<file path="src/rtl/mode_scheduler_if.sv">
// mode_scheduler_if: board I/O, mode-block panel feeds and muxed panel outputs of the mode scheduler
interface mode_scheduler_if;
  logic        push_button_mode;
  logic        alarm_enable;
  logic [11:0] current_time;
  logic [11:0] alarm_time;
  logic [1:0]  minigame_activated;
  logic [27:0] seg_in;
  logic [15:0] anode_in;
  logic [39:0] led_in;
  logic [3:0]  ENABLE;
  logic [1:0]  active_mode;
  logic        alarm_pending;
  logic [6:0]  SEG;
  logic [3:0]  ANODE;
  logic [9:0]  LED;
  modport slave (
    input  push_button_mode, alarm_enable, current_time, alarm_time, minigame_activated,
           seg_in, anode_in, led_in,
    output ENABLE, active_mode, alarm_pending, SEG, ANODE, LED
  );
  modport master (
    output push_button_mode, alarm_enable, current_time, alarm_time, minigame_activated,
           seg_in, anode_in, led_in,
    input  ENABLE, active_mode, alarm_pending, SEG, ANODE, LED
  );
endinterface

</file>
<file path="src/rtl/mode_scheduler.sv">
// mode_scheduler: debounced mode cycling, alarm preemption into mode 4 with restore, panel mux
module mode_scheduler #(
  parameter int DEBOUNCE_MS = 20,
  parameter int WATCHDOG_MS = 5000
) (
  input logic             CLOCK_1ms,
  input logic             RESET,
  mode_scheduler_if.slave bus
);
  localparam int DW = $clog2(DEBOUNCE_MS + 1);
  localparam int WW = $clog2(WATCHDOG_MS);
  localparam logic [1:0] NORMAL  = 2'd0;
  localparam logic [1:0] ALARM   = 2'd1;
  localparam logic [1:0] RESTORE = 2'd2;
  logic          meta_q, sync_q, lvl_q, lvl_d;
  logic [DW-1:0] cnt_q, cnt_d;
  logic [1:0]    state_q, state_d, sel_q, sel_d, saved_q, saved_d;
  logic          seen_q, seen_d, fired_q, fired_d;
  logic [WW-1:0] wd_q, wd_d;
  logic [3:0]    en_q, an_q;
  logic [1:0]    act_q, prev_q;
  logic          pend_q;
  logic [6:0]    seg_q;
  logic [9:0]    led_q;
  logic          flip, press, match, trig;
  always_comb begin
    flip    = (sync_q != lvl_q) && (cnt_q == DW'(DEBOUNCE_MS - 1));
    lvl_d   = flip ? sync_q : lvl_q;
    cnt_d   = (sync_q == lvl_q || flip) ? '0 : cnt_q + 1'b1;
    press   = flip && sync_q;
    match   = bus.alarm_enable && (bus.current_time == bus.alarm_time);
    trig    = (state_q == NORMAL) && match && !fired_q;
    fired_d = !match ? 1'b0 : (trig ? 1'b1 : fired_q);
    state_d = state_q;
    sel_d   = sel_q;
    saved_d = saved_q;
    seen_d  = seen_q;
    wd_d    = wd_q;
    if (state_q == NORMAL) begin
      // a trigger in the same cycle as a press wins and the press is dropped
      if (trig) begin
        saved_d = sel_q;
        sel_d   = 2'd3;
        seen_d  = 1'b0;
        wd_d    = '0;
        state_d = ALARM;
      end else if (press) begin
        sel_d = sel_q + 2'd1;
      end
    end else if (state_q == ALARM) begin
      if (bus.minigame_activated != 2'b00) begin
        seen_d = 1'b1;
        wd_d   = '0;
      end else if (seen_q || wd_q == WW'(WATCHDOG_MS - 1)) begin
        state_d = RESTORE;
      end else begin
        wd_d = (&wd_q) ? wd_q : wd_q + 1'b1;
      end
    end else begin
      sel_d   = saved_q;
      state_d = NORMAL;
    end
  end
  always_ff @(posedge CLOCK_1ms) begin
    if (RESET) begin
      meta_q  <= 1'b0;
      sync_q  <= 1'b0;
      lvl_q   <= 1'b0;
      cnt_q   <= '0;
      state_q <= NORMAL;
      sel_q   <= 2'd0;
      saved_q <= 2'd0;
      seen_q  <= 1'b0;
      fired_q <= 1'b0;
      wd_q    <= '0;
      en_q    <= 4'b0001;
      act_q   <= 2'd0;
      prev_q  <= 2'd0;
      pend_q  <= 1'b0;
      seg_q   <= 7'h7F;
      an_q    <= 4'hF;
      led_q   <= 10'd0;
    end else begin
      meta_q  <= bus.push_button_mode;
      sync_q  <= meta_q;
      lvl_q   <= lvl_d;
      cnt_q   <= cnt_d;
      state_q <= state_d;
      sel_q   <= sel_d;
      saved_q <= saved_d;
      seen_q  <= seen_d;
      fired_q <= fired_d;
      wd_q    <= wd_d;
      en_q    <= 4'b0001 << sel_q;
      act_q   <= sel_q;
      prev_q  <= act_q;
      pend_q  <= (state_q == ALARM);
      // blank for one frame after a switch so the outgoing mode never shows under the new enable
      seg_q   <= (act_q != prev_q) ? 7'h7F : bus.seg_in[7*act_q +: 7];
      an_q    <= (act_q != prev_q) ? 4'hF : bus.anode_in[4*act_q +: 4];
      led_q   <= (act_q != prev_q) ? 10'd0 : bus.led_in[10*act_q +: 10];
    end
  end
  assign bus.ENABLE        = en_q;
  assign bus.active_mode   = act_q;
  assign bus.alarm_pending = pend_q;
  assign bus.SEG           = seg_q;
  assign bus.ANODE         = an_q;
  assign bus.LED           = led_q;
endmodule
</file>
<file path="src/flat_wrapper.sv">
// flat-port wrapper written by rule: the top's interface ports become plain ports
module mode_scheduler_flat 
#(
  parameter int DEBOUNCE_MS = 20,
  parameter int WATCHDOG_MS = 5000
)
  (CLOCK_1ms, RESET, bus_push_button_mode, bus_alarm_enable, bus_current_time, bus_alarm_time, bus_minigame_activated, bus_seg_in, bus_anode_in, bus_led_in, bus_ENABLE, bus_active_mode, bus_alarm_pending, bus_SEG, bus_ANODE, bus_LED);
  mode_scheduler_if bus_i ();
  input logic CLOCK_1ms;
  input logic RESET;
  input wire logic [$bits(bus_i.push_button_mode)-1:0] bus_push_button_mode;
  input wire logic [$bits(bus_i.alarm_enable)-1:0] bus_alarm_enable;
  input wire logic [$bits(bus_i.current_time)-1:0] bus_current_time;
  input wire logic [$bits(bus_i.alarm_time)-1:0] bus_alarm_time;
  input wire logic [$bits(bus_i.minigame_activated)-1:0] bus_minigame_activated;
  input wire logic [$bits(bus_i.seg_in)-1:0] bus_seg_in;
  input wire logic [$bits(bus_i.anode_in)-1:0] bus_anode_in;
  input wire logic [$bits(bus_i.led_in)-1:0] bus_led_in;
  output wire logic [$bits(bus_i.ENABLE)-1:0] bus_ENABLE;
  output wire logic [$bits(bus_i.active_mode)-1:0] bus_active_mode;
  output wire logic [$bits(bus_i.alarm_pending)-1:0] bus_alarm_pending;
  output wire logic [$bits(bus_i.SEG)-1:0] bus_SEG;
  output wire logic [$bits(bus_i.ANODE)-1:0] bus_ANODE;
  output wire logic [$bits(bus_i.LED)-1:0] bus_LED;
  assign bus_i.push_button_mode = bus_push_button_mode;
  assign bus_i.alarm_enable = bus_alarm_enable;
  assign bus_i.current_time = bus_current_time;
  assign bus_i.alarm_time = bus_alarm_time;
  assign bus_i.minigame_activated = bus_minigame_activated;
  assign bus_i.seg_in = bus_seg_in;
  assign bus_i.anode_in = bus_anode_in;
  assign bus_i.led_in = bus_led_in;
  assign bus_ENABLE = bus_i.ENABLE;
  assign bus_active_mode = bus_i.active_mode;
  assign bus_alarm_pending = bus_i.alarm_pending;
  assign bus_SEG = bus_i.SEG;
  assign bus_ANODE = bus_i.ANODE;
  assign bus_LED = bus_i.LED;
  mode_scheduler #(.DEBOUNCE_MS(DEBOUNCE_MS), .WATCHDOG_MS(WATCHDOG_MS)) u_core (.CLOCK_1ms(CLOCK_1ms), .RESET(RESET), .bus(bus_i));
endmodule
</file>
<file path="config.mk">
export PLATFORM = sky130hd
export DESIGN_NAME = mode_scheduler_flat
export DESIGN_NICKNAME = d
export VERILOG_FILES = /design/src/rtl/mode_scheduler_if.sv /design/src/rtl/mode_scheduler.sv /design/src/flat_wrapper.sv
export SDC_FILE = /design/constraint.sdc
export NUM_CORES = 1
export LEC_CHECK = 0
export BUFFER_PORTS_ARGS = -buffer_cell sky130_fd_sc_hd__buf_2
export CORE_MARGIN = 8
export CORE_UTILIZATION = 52
export CTS_BUF_LIST = sky130_fd_sc_hd__clkbuf_4
export DETAILED_ROUTE_END_ITERATION = 6
export PLACE_DENSITY = 0.88
export SYNTH_ARGS = -nofsm -noshare
export SYNTH_HDL_FRONTEND = slang
export SYNTH_SLANG_ARGS = --single-unit
export TNS_END_PERCENT = 50
</file>
<file path="constraint.sdc">
create_clock -name CLOCK_1ms -period 4.99 [get_ports CLOCK_1ms]
set_input_delay 0.998 -clock CLOCK_1ms [delete_from_list [all_inputs] [get_ports CLOCK_1ms]]
set_output_delay 0.998 -clock CLOCK_1ms [all_outputs]
set_load 0.005 [all_outputs]
</file>
==> Word-level counts from Yosys, hierarchy flattened <==
Index checks and enable logic that the tools add are counted.
{ "classes": {"addsub": 3, "n_mux": 19, "multipliers": 2, "n_shift": 4, "bitwise_logic": 1, "n_eq_ne": 14, "n_reduce_logical": 21} }
{ "op_table": {"columns": ["operator", "n"], "rows": [
  ["two-way mux 13 bit", 6],
  ["variable part select 40 x 7 -> 10 bit", 1],
  ["variable part select 28 x 6 -> 7 bit", 1],
  ["two-way mux 2 bit", 9],
  ["variable part select 16 x 5 -> 4 bit", 1],
  ["adder 13 x 1 -> 13 bit, second input constant", 1],
  ["== test 13 bit, second input constant", 1],
  ["AND reduction 13 bit", 1],
  ["== test 12 bit", 1],
  ["multiplier 3 x 2 -> 5 bit, first input constant", 2],
  ["!= test 3 x 1 -> 1 bit, second input constant", 3],
  ["!= test 3 x 2 -> 1 bit, second input constant", 2],
  ["AND reduction 3 bit", 2],
  ["nonzero test 2 bit", 3],
  ["OR reduction 2 bit", 3],
  ["adder 5 x 1 -> 5 bit, second input constant", 1],
  ["== test 5 bit, second input constant", 1],
  ["logical AND 1 bit", 5],
  ["two-way mux 1 bit", 4],
  ["!= test 2 x 1 -> 1 bit, second input constant", 2],
  ["AND reduction 2 bit", 2],
  ["AND reduction 4 bit", 1],
  ["left shift 1 x 2 -> 4 bit, first input constant", 1],
  ["adder 2 x 1 -> 2 bit, second input constant", 1],
  ["8 further kinds", 9]
]} }
{ "totals": {"input_bits": 114, "elab_cells": 81, "output_inout_bits": 28, "register_bits": 59} }

==> Longest topological paths before layout <==
Gate-level depths: netlist of run 1.
{ "logic_depth": {"ltp_word": 6, "depth_mapped": 7, "ltp_nobuf": 6} }

==> Least setup slack after synthesis of run 1 <==
Ideal clock, no wire load.
{ "synth_timing": {"path_kind": "input port to flip-flop", "from": "input bus_alarm_time[11]", "to": "register u_core.wd_q[10]", "arrival_ns": 2.694, "slack_ns": 2.164, "n_path_buf": 1, "setup_ns": 0.133, "cell_stages": 6, "cell_sequence": "xor2_1 or4_4 or4_4 buf_2 a2bb2oi_1 o221ai_1"} }
{ "synth_via": {"elab_chain_cells": 6} }
{ "synth_lines": {"columns": ["element", "line_no", "text"], "rows": [
  ["start: declaration", "flat_wrapper.sv:14", "input wire logic [$bits(bus_i.alarm_time)-1:0] bus_alarm_time;"],
  ["== test 12 bit", "mode_scheduler.sv:31", "match = bus.alarm_enable && (bus.current_time == bus.alarm_time);"],
  ["logical AND 1 bit", "mode_scheduler.sv:31", null],
  ["logical AND 1 bit (2 in a row)", "mode_scheduler.sv:32", "trig = (state_q == NORMAL) && match && !fired_q;"],
  ["!= test 2 x 1 -> 1 bit (no line)", null, null],
  ["AND reduction 4 bit (no line)", null, null],
  ["end signal: assignment", "mode_scheduler.sv:93", "wd_q <= wd_d;"],
  ["end: declaration", "mode_scheduler.sv:19", "logic [WW-1:0] wd_q, wd_d;"]
]} }
Every way passes these cells.
A chain may end at the register's enable or synchronous reset.

==> Worst setup path in the final report of run 1 <==
{ "layout_timing": {"from": "input bus_alarm_time[11]", "to": "register u_core.sel_q[0]"} }
{ "layout_via": {"elab_chain_cells": 6} }
{ "layout_lines": {"columns": ["element", "line_no", "text"], "rows": [
  ["== test 12 bit *", "mode_scheduler.sv:31", null],
  ["logical AND 1 bit *", "mode_scheduler.sv:31", null],
  ["logical AND 1 bit * (2 in a row)", "mode_scheduler.sv:32", null],
  ["!= test 3 x 1 -> 1 bit (no line) or two-way mux 2 bit (tied branches)", null, null],
  ["AND reduction 2 bit (no line) or two-way mux 2 bit (tied branches)", null, null],
  ["end signal: assignment", "mode_scheduler.sv:89", "sel_q <= sel_d;"],
  ["end: declaration", "mode_scheduler.sv:17", "logic [1:0] state_q, state_d, sel_q, sel_d, saved_q, saved_d;"]
]} }
Mark *: on every way between the ends. The rest lies on a longest branch, timed or not.

==> results.md, run 1 <==
- Largest net degree at the start of global routing: 29
- Worst hold path type: reg -> reg
- Final instance area: 0.00386 mm²
- Post-synth top area cell: dfxtp_1
- Ys flop type: dfxtp_1
- Port Buffer Count: 141
- CTS buffer count: 9
- Startpoint Class: primary input
- FMAX: approximately 370 MHz
- Clock Skew: 0.0150 ns
- # Max-Cap Violations: 0
- CP Max Fanout: 12
- Clk buf depth: 2
- Cells after Synth: 295
- Clk slew on worst S/H paths: 0.09 ns
- Cell variety after synth: 47
- Syn_area_per_cell: 10.1 µm²
- Drt total wl: 8980 µm
- Post-synth EDFFs: 0
- Relative max-transition margin: between 20% and 30%
- Final Non-Filler Cells: 511
- TNS Setup: 0 ns
- RSZ-0062 raised after global routing: no
- Die area: roughly 0.0084 mm²
- DPL Wire Length: 7200 µm
- CP max stage cell: or4_4
- Max-slew violations: 0
- Routed WL per cell: between 15 and 20 µm
- Ranking of synthesized cells by area: dfxtp_1 (40%), mux4_2 (16%), xor2_1 (3.2%)
- Synth top area share: approximately two fifths
- Commonest cells in the netlist: dfxtp_1 (59), nor2_1 (22), mux4_2 (21)
- Area Growth Syn to Fin: 30.0%
- Post-synthesis async set-or-reset flop share: 0%
- Antenna diodes: 0
- First-pass GRT wire length: 14100 µm
- H-Tree Depth: 3
- Clock sinks: 59
- Placer Congestion: 0.960
- Critical path class: in -> reg
- Critical path's most frequent cell: or4_4
- Most frequent cell after synthesis: dfxtp_1
- Pleak: 1.60 nW
- Core area: 0.00551 mm²
- Synthesized area: approximately 0.0030 mm²
- Crit path DAT: 3.00 ns
- Post-layout min period: 2.68 ns
- Layout cells sized above 1: between 40% and 50%
- Global route overflow: 0
- Period utilization: 53.7%
- GR Util All Layers: 21.0%
- Setup violations, final: 0
- Seq/Total Area, Yosys: 39.7%
- Fin nets: 551
- Ports: ~140
- Vias in the first global route: 2864
- CTS tree: yes
- Cts repair resizes: 0
- # Post-CTS Setup Buffers: 0
- Residual DRC: 0
- Starting Density: 54.0%
- Routed Antenna Nets: 0
- Worst-skew pair later-pin latency: 0.41 ns
- DR vias/cell: 5.62
- DP Cell Count: 495
- Die Y: a little over 90 µm
- Die X: 91.6 µm
- Peak VDD IR: 0.143 mV
- Root Buffer: clkbuf_4
- Drt pass-1 iters: 5
- Crit path largest cell delay: 0.59 ns
- Outcome: finished, final reports clean
- Slew at the pin closest to its max-slew limit: 1.09 ns
- Crit-path cells: buf_2 -> xor2_1 -> or4_4 -> or4_4 -> a311o_1 -> o32ai_2
- Mapped Nets: 412
- DR iter-0 viols: about 150
- Initial antenna violation count: 0
- Seq cells post-synth: 59
- Vias: 2873
- CTS hold repair buffers: 0
- Final Hold Vio Count: 0
- Area post-placement: around 0.0037 mm²
- Yosys warns: 0
- Worst setup EP type: flip-flop
- PD cells: 237 mW/mm²
- Rows: 27
- Worst EP required: between 5 and 6 ns
==> stage by stage <==
step	util [%]	hold slack, ns	power [W]	worst slack [ns]
floorplan	-	0.414	0.000540	2.16
global placement	67.8	0.421	0.000598	1.92
detailed placement	67.8	0.420	0.000603	1.90
CTS	70.2	0.443	0.000925	2.32
global route	70.2	0.478	0.000957	2.27
finish	70.2	0.442	0.000917	2.31
==> layer usage <==
metal,up-vias,global-route usage [%],part of all wire [%]
met4,0,7.64,1.7
li1,1377,-,-
met1,1304,23.2,39
met5,-,0,0
met2,173,35.4,49
met3,19,8.72,11
==> registers in the layout, indices dropped and copies added (netlist names), 2 cells and up <==
signal / flops
u_core.state_q: 2
u_core.saved_q: 2
u_core.wd_q: 13
u_core.sel_q: 2
u_core.prev_q: 2
u_core.bus.ENABLE: 4
u_core.bus.SEG: 7
u_core.bus.LED: 10
u_core.bus.ANODE: 4
u_core.cnt_q: 5
u_core.bus.active_mode: 2
==> placed cells by master, fill, tap and decap left out, types with 2 or more instances in the layout <==
cell / Yosys / final
buf_2: 2 / 141
dfxtp_1: 59 / 59
nor2_1: 22 / 22
mux4_2: 21 / 21
nand2_1: 14 / 14
a21oi_1: 12 / 12
xor2_1: 11 / 11
nand2b_1: 11 / 11
nor3_1: 12 / 11
and2_1: 11 / 11
inv_1: 10 / 10
clkbuf_4: 0 / 10
nand4_1: 9 / 9
o21ai_0: 9 / 9
xnor2_1: 7 / 7
nand3_1: 7 / 7
nor2b_1: 7 / 7
o211ai_1: 6 / 6
o22a_1: 5 / 5
nor4_1: 4 / 4
or3_1: 3 / 3
nor4bb_1: 3 / 3
a31oi_1: 3 / 3
mux2i_1: 3 / 3
ha_1: 3 / 3
clkinv_2: 0 / 3
buf_4: 0 / 3
or4_4: 2 / 2
nand3b_1: 2 / 2
o2111ai_1: 2 / 2
a2bb2oi_1: 2 / 2
o2bb2ai_1: 2 / 2
and3_1: 2 / 2
==> cell type report <==
type	count	area, µm²
Timing Repair Buffer	144	728
Clock buffer	10	75.1
Fill cell	420	1640
Clock inverter	6	56.3
Sequential cell	59	1180
Tap cell	72	90.1
Inverter	10	37.5
Multi-Input combinational cell	210	1700
==> logic make-up after synthesis <==
family          Yosys count  synth area share (%)
compound gates           52                  12.5
xor+xnor                 18                  5.31
fa+ha+maj                 3                  1.26
buf+inv                  26                  3.37
flops                    59                  39.7
mux                      24                  16.9
simple gates            113                  20.9
==> power breakdown <==
group / switching [W] / total [W] / leakage, nW / internal [W]
combinational: 0.0000429 / 0.000107 / 1.05 / 0.0000639
clock: 0.000170 / 0.000325 / 0.0736 / 0.000154
sequential: 0.00000373 / 0.000485 / 0.482 / 0.000482
==> worst paths after layout <==
path | startpoint | cells after the start | to | slack (ns)
worst max register to register | u_core.wd_q[0] | 6 | u_core.wd_q[10] | 2.79
worst max-delay path | bus_alarm_time[11] | 6 | u_core.sel_q[0] | 2.31
worst min-delay path | u_core.meta_q | 1 | u_core.sync_q | 0.44
worst min register to register | u_core.meta_q | 1 | u_core.sync_q | 0.44
==> worst max-delay path, delay by kind of cell <==
kind / cells / cell delay [ns]
AND/OR/NAND/NOR: 2 / 1.13
AO/OA/AOI/OAI: 2 / 0.61
XOR/XNOR: 1 / 0.16
buffers and inverters: 1 / 0.10
Note: power is estimated with default switching activity, not from simulation.
==> run 2, diff against run 1 <==
--- a/config.mk
+++ b/config.mk
@@ -7,10 +7,10 @@
 export LEC_CHECK = 0
 export BUFFER_PORTS_ARGS = -buffer_cell sky130_fd_sc_hd__buf_2
 export CORE_MARGIN = 8
-export CORE_UTILIZATION = 52
+export CORE_UTILIZATION = 48
 export CTS_BUF_LIST = sky130_fd_sc_hd__clkbuf_4
 export DETAILED_ROUTE_END_ITERATION = 6
-export PLACE_DENSITY = 0.88
+export PLACE_DENSITY = 0.82
 export SYNTH_ARGS = -nofsm -noshare
 export SYNTH_HDL_FRONTEND = slang
 export SYNTH_SLANG_ARGS = --single-unit
==> constraint.sdc (replaced) <==
create_clock -name CLOCK_1ms -period 2.8 [get_ports CLOCK_1ms]
set_input_delay 0.56 -clock CLOCK_1ms [delete_from_list [all_inputs] [get_ports CLOCK_1ms]]
set_output_delay 0.56 -clock CLOCK_1ms [all_outputs]
set_load 0.005 [all_outputs]
==> run 2 against run 1 <==
Utilization down 4.6 points. Worst setup slack got worse by 1.8 ns. Non-clock buffer count grew 5. Largest cell class unchanged. The flow now finishes with violations (DRC). Combinational power increased by 78%.
==> results.md, run 2 (synthesis gave the netlist of run 1 again) <==
- CP Max Fanout: 12
- Worst setup EP type: flip-flop
- Relative max-transition margin: 57.5%
- First-pass GRT wire length: between 10000 and 15000 µm
- Failing checks: DRC
- Residual DRC: 1
- Startpoint Class: primary input
- FMAX: 439 MHz
- CTS hold repair buffers: 0
- Die Y: about 95 µm
- Global route overflow: 0
- CTS buffer count: 9
- Drt total wl: 8620 µm
- Final Hold Vio Count: 0
- PD cells: 419 mW/mm²
- Drt pass-1 iters: 6
- Clk slew on worst S/H paths: 0.10 ns
- Crit-path cells: buf_2 -> xor2_1 -> or4_4 -> or4_4 -> a311o_1 -> o32ai_2
- Worst reg2reg endpoint: u_core.wd_q[10]
- TNS Setup: 0 ns
- Layout Utilization: 65.6%
- # Post-CTS Setup Buffers: 0
- Ports: ~140
- DR iter-0 viols: 129
- Register Area: about 0.0012 mm²
- Top sig layer: met4
- Vias: 2896
- Core area: 0.00596 mm²
- Period utilization: about four fifths
- CP Capture Point: u_core.sel_q[0]
- CP max stage cell: or4_4
- Crit path largest cell delay: 0.59 ns
- Layout cells sized above 1: 43.2%
- Register with the most flip-flops: u_core.wd_q
- Max-slew violations: 0
- Slew at the pin closest to its max-slew limit: 0.632 ns
- Setup violations, final: 0
- Area Growth Syn to Fin: 31.4%
- M1 wire length: 3340 µm
- Critical path class: in -> reg
- Clk buf depth: 2
- Starting Density: around half
- Worst-skew pair later-pin latency: 0.39 ns
- Worst Setup SP: bus_alarm_time[11]
- Metal3 WL: between 800 and 900 µm
- Largest net degree at the start of global routing: 28
- H-Tree Depth: 3
- Area of the multi-input gates: 0.00170 mm²
- Routed Antenna Nets: 0
- Vias in the first global route: 2961
- DR vias/cell: 5.58
- Outcome: complete, but fails checks
- Worst hold path type: in -> reg
- Routed WL per cell: 16.6 µm
- GR Util All Layers: between 10% and 20%
- Cts repair resizes: 0
- Crit path DAT: about 2.6 ns
- FILL cells: 507
- Die X: ~95 µm
- Worst EP required: 3.10 ns
- RSZ-0062 raised after global routing: no
- Largest register FFs: 13
- Pleak: 1.63 nW
- Critical path's most frequent cell: or4_4
- Fin nets: around 560
- Clock Skew: 0.00852 ns
- Port Buffer Count: 141
- Clock sinks: 59
- Placer Congestion: between 0.9 and 1
- Antenna diodes: 0
- Rows: 28
- Initial antenna violation count: 0
- CTS tree: yes
- Post-layout min period: 2.28 ns
- Setup slack, reg-to-reg: 0.63 ns
- DPL Wire Length: 6970 µm
- # Max-Cap Violations: 0
- Commonest non-fill, non-tap cell in the layout: buf_2
- Met2 routed WL: 4280 µm
- Reg2reg start: u_core.wd_q[0]
- Reg2Reg Depth: 6
- Commonest cells after routing, fill and taps aside: buf_2 (141), dfxtp_1 (59), nor2_1 (22)
- Root Buffer: clkbuf_4
- Die area: 0.00896 mm²
- Peak VDD IR: 0.254 mV
[run 2: worst min-delay path by stage]
| stage | to | cells after the start | start | slack, ns |
|---|---|---|---|---|
| 2_1_floorplan | u_core.sync_q | 1 | u_core.meta_q | 0.41 |
| 3_3_place_gp | u_core.cnt_q[0] | 1 | u_core.cnt_q[0] | 0.43 |
| 3_5_place_dp | u_core.sync_q | 1 | u_core.meta_q | 0.43 |
| 4_1_cts | u_core.meta_q | 2 | bus_push_button_mode | 0.35 |
| 5_1_grt | u_core.meta_q | 2 | bus_push_button_mode | 0.39 |
| 6_report | u_core.meta_q | 2 | bus_push_button_mode | 0.37 |
[run 2: worst max-delay path: cells and delay by family]
family | cells | cell delay, ns
AND/OR/NAND/NOR | 2 | 1.13
XOR/XNOR | 1 | 0.16
buffers and inverters | 1 | 0.10
AO/OA/AOI/OAI | 2 | 0.62
[run 2: layout make-up]
cell class | instances | share of cell area (%)
clock buffer | 10 | 1.92
inverter | 10 | 0.961
sequential | 59 | 30.2
clock inverter | 6 | 1.44
multi-input combinational | 210 | 43.4
timing repair buffer | 149 | 19.6
tap | 75 | 2.40
[run 2: per-layer routing]
metal | track usage, % | up-vias
met4 | 6.63 | 0
met3 | 6.11 | 13
met1 | 20.1 | 1353
met2 | 34.7 | 144
li1 | - | 1386
met5 | 0 | -
[run 2: report_power, final]
| part | switching, W | internal [W] |
|---|---|---|
| Combinational | 0.0000744 | 0.000115 |
| Clock | 0.000305 | 0.000275 |
| Sequential | 0.00000607 | 0.000858 |
| Total | 0.000386 | 0.00125 |
[run 2: stage by stage]
stage	setup WS [ns]	instances	area, µm²	power, W	hold slack, ns
5_1_grt	0.379	519	3910	0.00171	0.389
6_report	0.524	519	3910	0.00163	0.373
2_1_floorplan	0.412	295	2970	0.000962	0.414
4_1_cts	0.533	519	3910	0.00165	0.352
3_5_place_dp	0.112	503	3770	0.00108	0.425
3_3_place_gp	0.159	503	3770	0.00107	0.428
==> run 3, diff against run 2 <==
==> constraint.sdc (replaced) <==
create_clock -name CLOCK_1ms -period 2.1 [get_ports CLOCK_1ms]
set_input_delay 0.42 -clock CLOCK_1ms [delete_from_list [all_inputs] [get_ports CLOCK_1ms]]
set_output_delay 0.42 -clock CLOCK_1ms [all_outputs]
set_load 0.005 [all_outputs]
==> run 3 against run 2 <==
The flow now finishes without violations. Via count fell by 0.10%. Clock power rose by 27%. Worst setup slack worse by 0.42 ns. Flip-flop and latch count is the same. Final area increased by 2.5%. Wire length increased by 4.2%. Critical endpoint unchanged. Largest cell class unchanged.
==> results.md, run 3 (synthesis gave the netlist of run 1 again) <==
- Root Buffer: clkbuf_4
- Core area: approximately 0.006 mm²
- Setup violations, final: 0
- Worst reg2reg endpoint: u_core.sel_q[0]
- DR vias/cell: 5.46
- Port Buffer Count: 141
- Slew at the pin closest to its max-slew limit: 0.669 ns
- Global route overflow: 0
- Rows: 28
- Drt pass-1 iters: 4
- # Max-Cap Violations: 0
- Peak VDD IR: 0.326 mV
- Reg2Reg Depth: 5
- Setup slack, reg-to-reg: 0.12 ns
- Worst setup EP type: flip-flop
- Vias in the first global route: 3027
- Clk slew on worst S/H paths: 0.10 ns
- Post-layout min period: 1.99 ns
- Relative max-transition margin: 55.0%
- CP Max Fanout: 5
- DR iter-0 viols: 151
- Starting Density: 49.9%
- Clock Skew: 0.0181 ns
- Outcome: finished, final reports clean
- Final Hold Vio Count: 0
- Max-slew violations: 0
- Area Growth Syn to Fin: 34.7%
- Clock sinks: 59
- Largest register FFs: 13
- Worst Hold End: u_core.meta_q
- Hold WS: 0.240 ns
- Antenna diodes: 0
- Commonest cells after routing, fill and taps aside: buf_2 (141), dfxtp_1 (59), nor2_1 (22)
- H-Tree Depth: 3
- Layout cells sized above 1: 45.1%
- First-pass GRT wire length: 14200 µm
- Reg2reg start: u_core.state_q[1]
- Register with the most flip-flops: u_core.wd_q
- Vias: approximately 2900
- Die X: 94.7 µm
- PD cells: 539 mW/mm²
- Crit path DAT: 2.30 ns
- Commonest non-fill, non-tap cell in the layout: buf_2
- Startpoint Class: primary input
- FMAX: about 500 MHz
- Period utilization: 95.0%
- Worst hold path type: in -> reg
- Die area: 0.00896 mm²
- CTS tree: yes
- Worst-skew pair later-pin latency: 0.39 ns
- Worst EP required: 2.40 ns
- Drt total wl: 8980 µm
- DPL Wire Length: around 7300 µm
- Fin nets: roughly 570
- Pleak: around 1.7 nW
- Ports: 142
- Clk buf depth: 2
- Initial antenna violation count: 0
- Routed Antenna Nets: 0
- Routed WL per cell: between 15 and 20 µm
- Hold Startpoint: bus_push_button_mode
- Placer Congestion: 0.918
- Critical path class: in -> reg
- Die Y: 94.7 µm
- CTS buffer count: 9
- Residual DRC: 0
- Largest net degree at the start of global routing: 25
- Total power: 0.00216 W
- GR Util All Layers: 20.0%
- Hold depth: 2
run 3: cell types whose count changed in the layout (fill, tap and decap cells not counted):
cell,previous run,this run
o2bb2ai_1,2,1
a2bb2oi_1,2,1
clkinv_2,3,2
buf_4,8,21
clkinvlp_4,1,0
a2bb2oi_2,0,1
o2bb2ai_2,0,1
run 3: power breakdown:
| part | switching (W) | total (W) | internal [W] |
|---|---|---|---|
| logic | 0.000103 | 0.000265 | 0.000163 |
| clock network | 0.000383 | 0.000739 | 0.000357 |
| registers | 0.00000963 | 0.00115 | 0.00114 |
| total | 0.000495 | 0.00216 | 0.00166 |
run 3: what timing repair did:
item / 4_1_cts / 5_1_grt
resized for setup: 0 / 1
endpoints found under the setup margin: 0 / 6
setup buffers: 0 / 0
hold buffers: 0 / 0
run 3: through the flow:
step	utilization [%]	instance area (µm²)	worst slack, ns	cells	setup TNS (ns)
after floorplan	-	2980	-0.0572	295	-0.0767
after global placement	65.1	3880	-0.232	516	-1.81
after detailed placement	65.1	3880	-0.285	516	-2.40
after CTS	67.1	4000	0.101	530	0
after global routing	67.2	4000	-0.0164	530	-0.0164
final	67.2	4000	0.105	530	0
run 3: layout make-up:
type	instances	area [µm²]
clock buffer	10	75.1
clock inverter	4	43.8
fill	484	1950
inverter	10	37.5
multi-input combinational	210	1710
sequential	59	1180
tap	75	93.8
timing repair buffer	162	863
run 3: how the worst max path moves through the flow:
stage / startpoint / end / slack (ns) / cells past startpoint
finish: bus_alarm_time[7] / u_core.sel_q[0] / 0.11 / 6
CTS: u_core.wd_q[0] / u_core.wd_q[2] / 0.10 / 6
global placement: bus_alarm_time[7] / u_core.sel_q[0] / -0.23 / 6
detailed placement: bus_alarm_time[7] / u_core.sel_q[0] / -0.29 / 6
floorplan: bus_alarm_time[7] / u_core.sel_q[0] / -0.06 / 5
global route: u_core.wd_q[0] / u_core.wd_q[2] / -0.02 / 6
run 3: routing by layer:
| layer | up-vias | GRT usage [%] | wire, µm |
|---|---|---|---|
| li1 | 1416 | - | - |
| met1 | 1339 | 21.1 | 3490 |
| met2 | 128 | 35.3 | 4430 |
| met3 | 10 | 7.62 | 939 |
| met4 | 0 | 7.93 | 116 |
| met5 | - | 0 | 0 |
run 3: critical path: stages:
cell and delay (ns):
buf_2 0.10, xor2_1 0.16, or4_4 0.55, or4_4 0.48
a311o_1 0.39, o32ai_2 0.20
